`config.mk`:
```
export PLATFORM = sky130hd
export DESIGN_NAME = neuron_mac_ctrl
export DESIGN_NICKNAME = d
export VERILOG_FILES = /design/src/rtl/neuron_mac_ctrl.sv
export SDC_FILE = /design/constraint.sdc
export NUM_CORES = 1
export LEC_CHECK = 0
export ABC_AREA = 1
export ABC_CLOCK_PERIOD_IN_PS = 16400
export BUFFER_PORTS_ARGS = -buffer_cell sky130_fd_sc_hd__buf_2
export CAP_MARGIN = 20
export CORE_UTILIZATION = 55
export DETAILED_ROUTE_END_ITERATION = 8
export PLACE_DENSITY = 0.77
export SYNTH_ARGS = -nofsm -noshare
export SYNTH_HDL_FRONTEND = slang
export SYNTH_SLANG_ARGS = --single-unit
```
`constraint.sdc`:
```
create_clock -name clk -period 16.4 [get_ports clk]
set_clock_uncertainty 0.15 [all_clocks]
set_input_delay 1.64 -clock clk [delete_from_list [all_inputs] [get_ports clk]]
set_output_delay 1.64 -clock clk [all_outputs]
set_load 0.01 [all_outputs]
```
`src/rtl/neuron_mac_ctrl.sv`:
```
// rtl/neuron_mac_ctrl.sv - single-neuron multiply-accumulate sequencer
//
// Walks N input/weight pairs from external memories, multiplies each pair as
// 8-bit sign-magnitude values into a 16-bit sign-magnitude product, and sums
// the products into an M-bit sign-magnitude accumulator with magnitude
// saturation. The activated accumulator is registered on result with done.
//
// Optional feature macro: NEURON_RELU_EN (defined -> negative results clamp to +0).
//
// Ports:
//   clk          rising-edge clock
//   rst          synchronous active-high reset
//   start        begin an evaluation (ignored while busy)
//   busy         evaluation in progress (FETCH/ACC/DONE)
//   rd_en        memory read strobe for idx
//   idx          pair index presented to both memories
//   x_in, w_in   sign-magnitude operands, valid the cycle after rd_en
//   result       sign-magnitude result, bit M-1 = sign
//   result_valid result holds a completed evaluation
//   done         one-cycle completion pulse

module neuron_mac_ctrl #(
    parameter int N = 4,
    parameter int M = 18
) (
    input  logic                 clk,
    input  logic                 rst,
    input  logic                 start,
    output logic                 busy,
    output logic                 rd_en,
    output logic [$clog2(N)-1:0] idx,
    input  logic [7:0]           x_in,
    input  logic [7:0]           w_in,
    output logic [M-1:0]         result,
    output logic                 result_valid,
    output logic                 done
);

    localparam int IW = $clog2(N);
    localparam int MW = M - 1;

    typedef enum logic [1:0] {
        S_IDLE,
        S_FETCH,
        S_ACC,
        S_DONE
    } state_t;

    state_t          state_q;
    state_t          state_d;
    logic [M-1:0]    acc_q;
    logic [IW-1:0]   idx_q;
    logic [M-1:0]    result_q;
    logic            rv_q;

    logic [14:0]     p_mag;
    logic            p_sign;
    logic [MW-1:0]   p_ext;
    logic [MW-1:0]   acc_mag;
    logic            acc_sign;
    logic [M-1:0]    sum;
    logic [M-1:0]    acc_next;
    logic [M-1:0]    act_next;
    logic            last_pair;

    // Product magnitude never exceeds 127*127 = 16129, so 15 bits are exact.
    assign p_mag    = 15'(x_in[6:0]) * 15'(w_in[6:0]);
    // A zero product is always +0 so the accumulator never sees -0.
    assign p_sign   = (x_in[7] ^ w_in[7]) & (p_mag != 15'd0);
    assign p_ext    = MW'(p_mag);
    assign acc_mag  = acc_q[MW-1:0];
    assign acc_sign = acc_q[M-1];
    assign sum      = {1'b0, acc_mag} + {1'b0, p_ext};
    assign last_pair = (idx_q == IW'(N - 1));

    always_comb begin
        acc_next = '0;
        if (acc_sign == p_sign) begin
            // Same sign: magnitudes add; a carry out of the magnitude field saturates.
            acc_next[M-1]    = acc_sign;
            acc_next[MW-1:0] = sum[MW] ? {MW{1'b1}} : sum[MW-1:0];
        end else if (acc_mag > p_ext) begin
            acc_next[M-1]    = acc_sign;
            acc_next[MW-1:0] = acc_mag - p_ext;
        end else if (p_ext > acc_mag) begin
            acc_next[M-1]    = p_sign;
            acc_next[MW-1:0] = p_ext - acc_mag;
        end
        // Equal magnitudes with opposite signs fall through to +0.
    end

    always_comb begin
`ifdef NEURON_RELU_EN
        act_next = acc_next[M-1] ? '0 : acc_next;
`else
        act_next = acc_next;
`endif
    end

    always_comb begin
        state_d = state_q;
        busy    = 1'b1;
        rd_en   = 1'b0;
        done    = 1'b0;
        case (state_q)
            S_IDLE: begin
                busy = 1'b0;
                if (start) state_d = S_FETCH;
            end
            S_FETCH: begin
                rd_en   = 1'b1;
                state_d = S_ACC;
            end
            S_ACC: begin
                state_d = last_pair ? S_DONE : S_FETCH;
            end
            S_DONE: begin
                done    = 1'b1;
                state_d = S_IDLE;
            end
            default: state_d = S_IDLE;
        endcase
    end

    always_ff @(posedge clk) begin
        if (rst) begin
            state_q  <= S_IDLE;
            acc_q    <= '0;
            idx_q    <= '0;
            result_q <= '0;
            rv_q     <= 1'b0;
        end else begin
            state_q <= state_d;
            case (state_q)
                S_IDLE: begin
                    if (start) begin
                        acc_q <= '0;
                        idx_q <= '0;
                        rv_q  <= 1'b0;
                    end
                end
                S_ACC: begin
                    acc_q <= acc_next;
                    if (last_pair) begin
                        // Loaded on the edge into DONE so result and
                        // result_valid are already valid alongside done.
                        result_q <= act_next;
                        rv_q     <= 1'b1;
                    end else begin
                        idx_q <= idx_q + IW'(1);
                    end
                end
                default: ;
            endcase
        end
    end

    assign idx          = idx_q;
    assign result       = result_q;
    assign result_valid = rv_q;

endmodule
```
; Word-level counts from Yosys, hierarchy flattened
; Index checks and enable logic that the tools add are counted.
[op_classes]
add_sub_neg = 4
n_mul = 1
n_lt_le_gt_ge = 2
n_eq_ne = 8
mux = 18
bitwise_logic = 2
reduce_logical = 7
[ops]
columns = cell, n
row1 = $mux 18, 4
row2 = $pmux 18 s2, 1
row3 = $add 17x14->18, 1
row4 = $gt 14x17->1, 1
row5 = $gt 17x14->1, 1
row6 = $mux 17, 1
row7 = $sub 14x17->17, 1
row8 = $sub 17x14->17, 1
row9 = $reduce_bool 15->1, 1
row10 = $mul 7x7->14, 1
row11 = $mux 2, 4
row12 = $pmux 2 s4, 1
row13 = $eq 2x2->1 const B, 3
row14 = $ne 2x2->1 const B, 3
row15 = $reduce_and 3->1, 2
row16 = $mux 1, 5
row17 = $pmux 2 s2, 1
row18 = $reduce_and 2->1, 2
row19 = $add 2x1->2 const B, 1
row20 = $eq 2x1->1 const B, 1
row21 = $logic_not 2->1, 1
row22 = $pmux 1 s2, 1
row23 = $reduce_bool 2->1, 1
row24 = $and 1x1->1, 1
row25 = other kinds (2), 2
[word_totals]
register_bits = 41
inputBits = 19
out_inout_bits = 24
word_cells = 47

; Longest topological paths before layout
; Gate-level depths: netlist of the first run.
[depth]
word_depth = 7
ltp_mapped = 39
mapped_depth_nobuf = 39

; Worst setup path after synthesis of the first run
; No wires, ideal clock.
[synth_timing]
kind = input-to-reg
from = in w_in[3]
to = reg result_q[4], in the netlist result[4]
setup_time_ns = 0.109
arrival_ns = 6.555
required_time_ns = 16.141
slack_ns = 9.587
cell_stages = 35
n_path_buf = 2
cell_sequence = nand2_1 > inv_1 > fa_1 > inv_1 > fa_1 > inv_1 > fa_1 > inv_1 > fa_1 > inv_1 > ha_1 > nand2_1 > inv_1 > nand2_1 > nand2_1 > nand2_1 > nand3_1 > nand2_1 > nand2_1 > ha_1 > buf_2 > inv_1 > a21oi_1 > o21ai_0 > a21oi_1 > nand2_1 > a21oi_4 > inv_2 > buf_6 > a21oi_1 > nand3_2 > nand2_1 > nand2_1 > nand2_1 > inv_1
[synth_between]
elab_chain_len = 5
elab_cells_between_ends = 13
cone_classes = 3 x add/sub / 1 x mul / 2 x order compare / 1 x eq/ne / 4 x mux / 1 x bitwise / 1 x reduce/logical
[synth_lines]
columns = element, line
row1 = "start, declared", 33  ; input logic [7:0] w_in,
row2 = $mul 7x7->14 (*), 67  ; assign p_mag = 15'(x_in[6:0]) * 15'(w_in[6:0]);
row3 = "$sub 14x17->17, or another cell as far along", 87  ; acc_next[MW-1:0] = p_ext - acc_mag;
row4 = $mux 18 or $and 1x1->1 (tied branches), "85, 69"
row5 = $mux 18 or $eq 1x1->1 (tied branches), "82, 78"
row6 = $mux 18 (*), 78  ; if (acc_sign == p_sign) begin
row7 = "end signal, assigned", 147  ; result_q <= act_next;
row8 = "end, declared", 53  ; logic [M-1:0] result_q;
; Mark *: on every way between the ends. The rest lies on a longest branch, timed or not.
; A chain may end at the register's enable or synchronous reset.

; Worst setup path after layout of the first run
[layout_timing]
from = in w_in[3]
to = reg result_q[9], in the netlist result[9]
; The elaborated chain is that of the path after synthesis.

==> reports/summary.json, run 1 <==
{
  "status": "complete, no violations",
  "cpLargestDelayFamily": "adder cells",
  "critical_path_required_ns": 16.43,
  "place_area_um2": 7020,
  "mostFrequentLayoutCells": "342 x sky130_fd_sc_hd__nand2_1, 196 x sky130_fd_sc_hd__inv_1, 82 x sky130_fd_sc_hd__nand3_1",
  "syn_to_final_growth_pct": 6.30,
  "clkLatencyLatePin_ns": 0.28,
  "most_frequent_standard_cell_in_the_layout_excluding_fill_and_tap_cells": "sky130_fd_sc_hd__nand2_1",
  "cts_tree": "built",
  "fill_cells": 1219,
  "timing.final.max_slew_violations": 0,
  "busiest_layer_in_global_routing": "met2",
  "timing.critical_path.fanout_max": 19,
  "dominantRegCellSynth": "sky130_fd_sc_hd__dfxtp_1",
  "total_clock_buffers_created_by_cts": 5,
  "drtIter0Drc": 618,
  "irDropWorstVdd_mv": 0.0715,
  "fp.dieArea_um2": 12800,
  "global_route.usage.met1": 0.415,
  "final_nets": 1249,
  "timing.critical_path.slowest_cell_delay_ns": 0.53,
  "rsz0062_at_grt": "false",
  "via_density_per_instance": 5.33,
  "synth-warning-count": 0,
  "final.setup.tns_ns": 0,
  "worst_setup_path_end_kind": "flip-flop",
  "clock_tree.root_cell": "sky130_fd_sc_hd__clkbuf_16",
  "grt_util_met2": 0.463,
  "timing.final.hold_violations": 0,
  "min_period_over_period": 0.461,
  "first_global_vias": 6229,
  "synth.distinct_cells": 40,
  "hold_ws_ns": 0.310,
  "post_route_cells_drive_above_1_share": 0.0957,
  "floorplan.die.width_um": 113,
  "grt.overflow.total": 0,
  "tightestPinTransition_ns": 0.727,
  "num_vias": 6807,
  "post_synth.cell_area_avg_um2": 6.14,
  "design.core.area_um2": 12000,
  "top_level_ports": 43,
  "post-route-drc-count": 0,
  "power.static_leakage_uw": 0.00424,
  "share_seq_of_total_power": 0.097,
  "synth_fp_nets": 1227,
  "yosys.area.top_type": "sky130_fd_sc_hd__nand2_1",
  "postCtsResizedCells": 0,
  "post_route_wl_um": 18100,
  "internal-power_uw": 471,
  "chipHeight_um": 113,
  "dr.pass1.iters": 5,
  "timing.critical_path.arrival_ns": 7.60,
  "met3_usage": 0.0428,
  "ctsHoldBuffers": 0,
  "power_switching_uw": 647,
  "path_buf_inv": 9,
  "hpwlAfterDp_um": 15200,
  "worst-setup-path-type": "in2reg",
  "cts_max_path_buffers": 2,
  "max-slew-margin-rel": 0.510,
  "clock_power_share": 0.103,
  "post_synth_instance_area_um2": 6790,
  "synth-edff-count": 0,
  "post_cts_buffers": 0,
  "cp_common_cell": "sky130_fd_sc_hd__nand2_1",
  "synth_top_area_frac": 0.189,
  "power_density_nw_per_um2": 155,
  "num_antenna_cells": 0,
  "clk_pin_slew_ns": 0.06,
  "wire_per_inst_um": 14.2,
  "power.switching_fraction": 0.579,
  "number_of_instances_in_the_synthesized_netlist": 1106,
  "grt_max_degree": 39,
  "placed_cells": 1267,
  "min_path_type": "reg2reg",
  "start_util": 0.566,
  "critical_path.slowest_cell": "sky130_fd_sc_hd__fa_1",
  "multi_input_area_um2": 5030,
  "num_rows": 40,
  "track_usage": 0.292,
  "number_of_cells_in_the_finished_layout_apart_from_fillers": 1276,
  "asyncSetResetFlopFracSynth": 0,
  "synth.top_cells.by_area": "sky130_fd_sc_hd__nand2_1 19%, sky130_fd_sc_hd__ha_1 14%, sky130_fd_sc_hd__dfxtp_1 12%, sky130_fd_sc_hd__inv_1 11%, sky130_fd_sc_hd__fa_1 8.0%",
  "drtAntennaViolNets": 0,
  "synth-seq-area-share": 0.121,
  "max_clock_freq_ghz": 0.132,
  "first_pass_grt_wire_length_um": 30100,
  "final.min_clock_period_ns": 7.57,
  "post-route-cell-area_um2": 7220,
  "port-buffer-count": 42,
  "final_util": 0.601,
  "antenna_found_initial": 0,
  "regArea_um2": 821,
  "drv_cap": 0,
  "cts.sink_count": 41,
  "gp_congestion": 0.988,
  "critPathLaunchType": "primary input",
  "cts_htree_levels": 2,
  "setup_viol": 0,
  "synth.ff_latch_count": 41,
  "combinationalPowerShare": 0.800
}
layer usage:
layer  share of wire  wire, um
met1            0.47      8570
met5               0         0
met2            0.43      7850
met3           0.070      1260
met4           0.021       388
flip-flops by register name (all words and copies together) (netlist names):
register and flops:
idx 2, result_valid 1, acc_q 18, result 18
state_q 2
cells by family (layout without fill, tap and decap cells):
kind of cell	count (synthesis)	after routing	synth area share
AND/OR/NAND/NOR	575	575	0.378
buffers and inverters	234	257	0.139
XOR/XNOR	28	28	0.0361
adder cells (fa/ha/maj)	102	102	0.218
AO/OA/AOI/OAI	126	126	0.108
flip-flops	41	41	0.121
tightest hold or removal path, cell delays in order, from the launching register on:
cell                      delay (ns)
sky130_fd_sc_hd__dfxtp_1        0.31
sky130_fd_sc_hd__nand2_1        0.06
sky130_fd_sc_hd__a21oi_1        0.05
power by group through the flow:
stage / logic (uW) / registers [uW] / clock network, uW
after global routing: 1000 / 109 / 121
after detailed placement: 872 / 111 / 0
after global placement: 870 / 111 / 0
final: 895 / 109 / 115
after floorplan: 693 / 108 / 0
after CTS: 878 / 108 / 116
synthesized netlist by cell type, types with 3 or more instances:
cell type and number:
sky130_fd_sc_hd__a21oi_1 64, sky130_fd_sc_hd__buf_2 13, sky130_fd_sc_hd__buf_6 6, sky130_fd_sc_hd__clkbuf_1 9, sky130_fd_sc_hd__dfxtp_1 41, sky130_fd_sc_hd__fa_1 27, sky130_fd_sc_hd__ha_1 75, sky130_fd_sc_hd__inv_1 196
sky130_fd_sc_hd__inv_2 9, sky130_fd_sc_hd__nand2_1 342, sky130_fd_sc_hd__nand2_2 10, sky130_fd_sc_hd__nand2_4 4, sky130_fd_sc_hd__nand3_1 82, sky130_fd_sc_hd__nand3_2 23, sky130_fd_sc_hd__nand3b_1 8, sky130_fd_sc_hd__nand4_1 12
sky130_fd_sc_hd__nor2_1 77, sky130_fd_sc_hd__nor3_1 7, sky130_fd_sc_hd__nor4_1 3, sky130_fd_sc_hd__o21a_1 17, sky130_fd_sc_hd__o21ai_0 24, sky130_fd_sc_hd__o21ai_1 4, sky130_fd_sc_hd__o21bai_1 7, sky130_fd_sc_hd__xnor2_1 3
sky130_fd_sc_hd__xor2_1 25
through the flow:
stage,setup slack (ns),total power [uW]
detailed placement,8.54,983
CTS,8.82,1100
floorplan,9.59,801
global route,8.31,1230
finish,8.83,1120
global placement,8.63,980
final timing paths:
path | cells after the start | to | start | slack, ns
worst max-delay path | 33 | result[9] | w_in[3] | 8.83
worst min-delay path | 2 | result_valid | result_valid | 0.31
worst max register to register | 13 | result[9] | acc_q[2] | 12.92
worst min register to register | 2 | result_valid | result_valid | 0.31
final cells by class:
cell class,instances,share of cell area
inverter,205,0.107
tap,147,0.0255
timing repair buffer,44,0.0340
clock buffer,7,0.0198
sequential,41,0.114
multi-input combinational,831,0.696
clock inverter,1,0.00416
Note: power is estimated with default switching activity, not from simulation.
==> run 2, diff against run 1 <==
--- a/config.mk
+++ b/config.mk
@@ -6,12 +6,12 @@
 export NUM_CORES = 1
 export LEC_CHECK = 0
 export ABC_AREA = 1
-export ABC_CLOCK_PERIOD_IN_PS = 16400
+export ABC_CLOCK_PERIOD_IN_PS = 6800
 export BUFFER_PORTS_ARGS = -buffer_cell sky130_fd_sc_hd__buf_2
 export CAP_MARGIN = 20
 export CORE_UTILIZATION = 55
 export DETAILED_ROUTE_END_ITERATION = 8
-export PLACE_DENSITY = 0.77
+export PLACE_DENSITY = 0.8
 export SYNTH_ARGS = -nofsm -noshare
 export SYNTH_HDL_FRONTEND = slang
 export SYNTH_SLANG_ARGS = --single-unit
==> constraint.sdc (replaced) <==
create_clock -name clk -period 6.8 [get_ports clk]
set_clock_uncertainty 0.15 [all_clocks]
set_input_delay 0.68 -clock clk [delete_from_list [all_inputs] [get_ports clk]]
set_output_delay 0.68 -clock clk [all_outputs]
set_load 0.01 [all_outputs]
==> reports/summary.json, run 2 (synthesized netlist as in run 1, its figures left out) <==
{
  "worstSetupPathDepth": 35,
  "via_density_per_instance": 5.35,
  "timing.critical_path.arrival_ns": 6.32,
  "post-place-ws_ns": 0.0298,
  "start_util": 0.566,
  "worst-setup-path-type": "in2reg",
  "timing.reg2reg.worst_path_depth": 18,
  "drtAntennaViolNets": 0,
  "grt_max_degree": 39,
  "multi_input_area_um2": 5030,
  "worst_setup_path_end_kind": "flip-flop",
  "r2r_end": "result[10]",
  "timing.final.hold_violations": 0,
  "syn_to_final_growth_pct": 7.26,
  "regArea_um2": 821,
  "cts_htree_levels": 2,
  "power_density_nw_per_um2": 376,
  "cp_common_cell": "sky130_fd_sc_hd__nand2_1",
  "fp.dieArea_um2": 12800,
  "critPathLaunchType": "primary input",
  "port-buffer-count": 42,
  "num_rows": 40,
  "path_buf_inv": 10,
  "max-slew-margin-rel": 0.516,
  "number_of_cells_in_the_finished_layout_apart_from_fillers": 1285,
  "cts_tree": "built",
  "first_global_vias": 6437,
  "timing.critical_path.fanout_max": 7,
  "final_nets": 1259,
  "top_level_ports": 43,
  "grt.overflow.total": 0,
  "num_vias": 6873,
  "gp_congestion": 1.00,
  "cpLargestDelayFamily": "adder cells",
  "rsz0062_at_grt": "false",
  "num_antenna_cells": 0,
  "max_clock_freq_ghz": 0.159,
  "critical_path_required_ns": 6.83,
  "post-route-drc-count": 0,
  "first_pass_grt_wire_length_um": 30400,
  "irDropWorstVdd_mv": 0.152,
  "drv_cap": 0,
  "crit-reg2reg-launch": "acc_q[2]",
  "placed_cells": 1273,
  "final_util": 0.607,
  "dr.pass1.iters": 5,
  "most_frequent_standard_cell_in_the_layout_excluding_fill_and_tap_cells": "sky130_fd_sc_hd__nand2_1",
  "power.static_leakage_uw": 0.00428,
  "timing.critical_path.slowest_cell_delay_ns": 0.53,
  "tightestPinTransition_ns": 0.725,
  "final_setup_margin_ns": 0.517,
  "clk_pin_slew_ns": 0.06,
  "cts.sink_count": 41,
  "ctsHoldBuffers": 0,
  "critical_path.slowest_cell": "sky130_fd_sc_hd__fa_1",
  "hpwlAfterDp_um": 15000,
  "min_path_type": "reg2reg",
  "drtIter0Drc": 607,
  "status": "complete, no violations",
  "clkLatencyLatePin_ns": 0.28,
  "final.setup.tns_ns": 0,
  "final.min_clock_period_ns": 6.28,
  "fill_cells": 1145,
  "post_route_wl_um": 18200,
  "clock_tree.root_cell": "sky130_fd_sc_hd__clkbuf_16",
  "critPathCapture": "result[15]",
  "hold_ws_ns": 0.307,
  "chipHeight_um": 113,
  "mostFrequentLayoutCells": "342 x sky130_fd_sc_hd__nand2_1, 196 x sky130_fd_sc_hd__inv_1, 82 x sky130_fd_sc_hd__nand3_1",
  "min_period_over_period": 0.924,
  "setup_viol": 0,
  "track_usage": 0.293,
  "rrSetupSlack_ns": 3.51,
  "wire_per_inst_um": 14.1,
  "design.core.area_um2": 12000,
  "total_clock_buffers_created_by_cts": 5,
  "antenna_found_initial": 0,
  "cts_max_path_buffers": 2,
  "floorplan.die.width_um": 113,
  "post_route_cells_drive_above_1_share": 0.105,
  "timing.final.max_slew_violations": 0,
  "crit_startpoint": "w_in[3]"
}
run 2: through the flow:
stage | total power [uW] | instance area [um^2]
2_1_floorplan | 1930 | 6790
3_5_place_dp | 2420 | 7070
3_3_place_gp | 2420 | 7070
5_1_grt | 3040 | 7290
4_1_cts | 2700 | 7230
6_report | 2740 | 7290
run 2: layout make-up:
type,instances,area share
clock buffers,5,0.0172
clock inverters,2,0.00481
inverters,205,0.106
multi-input cells,831,0.691
flip-flops and latches,41,0.113
well taps,147,0.0252
repair buffers,54,0.0440
run 2: where the power goes:
group	switching [uW]	internal, uW
clock network	94.2	170
logic	1480	732
registers	13.7	248
run 2: repair_timing:
action                     4_1_cts  5_1_grt
setup endpoints to repair        0       17
buffers inserted                 0        4
resized for setup                0        1
run 2: layer usage:
metal,global-route usage,vias to the layer above,wire (um),part of all wire
met4,0.0842,0,527,0.029
met3,0.0295,31,1080,0.059
met2,0.483,214,7980,0.44
met5,0,-,0,0
li1,-,3509,-,-
met1,0.406,3119,8590,0.47
run 2: worst reg2reg max path, stage by stage, from the launching register on:
cell and delay [ns]:
sky130_fd_sc_hd__dfxtp_1 0.40, sky130_fd_sc_hd__inv_1 0.06, sky130_fd_sc_hd__ha_1 0.50, sky130_fd_sc_hd__nand2_1 0.19, sky130_fd_sc_hd__inv_1 0.08, sky130_fd_sc_hd__nand2_1 0.05, sky130_fd_sc_hd__nand2_1 0.18, sky130_fd_sc_hd__inv_1 0.08
sky130_fd_sc_hd__o21ai_0 0.54, sky130_fd_sc_hd__nand2_1 0.11, sky130_fd_sc_hd__nand2_1 0.10, sky130_fd_sc_hd__xor2_1 0.29, sky130_fd_sc_hd__nand2_1 0.09, sky130_fd_sc_hd__nand2_1 0.09, sky130_fd_sc_hd__nand3_2 0.08, sky130_fd_sc_hd__nand2_1 0.07
sky130_fd_sc_hd__nand2_1 0.05, sky130_fd_sc_hd__nand2_1 0.05, sky130_fd_sc_hd__inv_1 0.03
run 2: how the worst min path moves through the flow:
stage,from,to,slack (ns),depth (start not counted)
2_1_floorplan,acc_q[13],acc_q[13],0.32,2
3_5_place_dp,result_valid,result_valid,0.30,2
5_1_grt,result_valid,result_valid,0.33,2
6_report,result_valid,result_valid,0.31,2
4_1_cts,result_valid,result_valid,0.31,2
3_3_place_gp,result_valid,result_valid,0.30,2
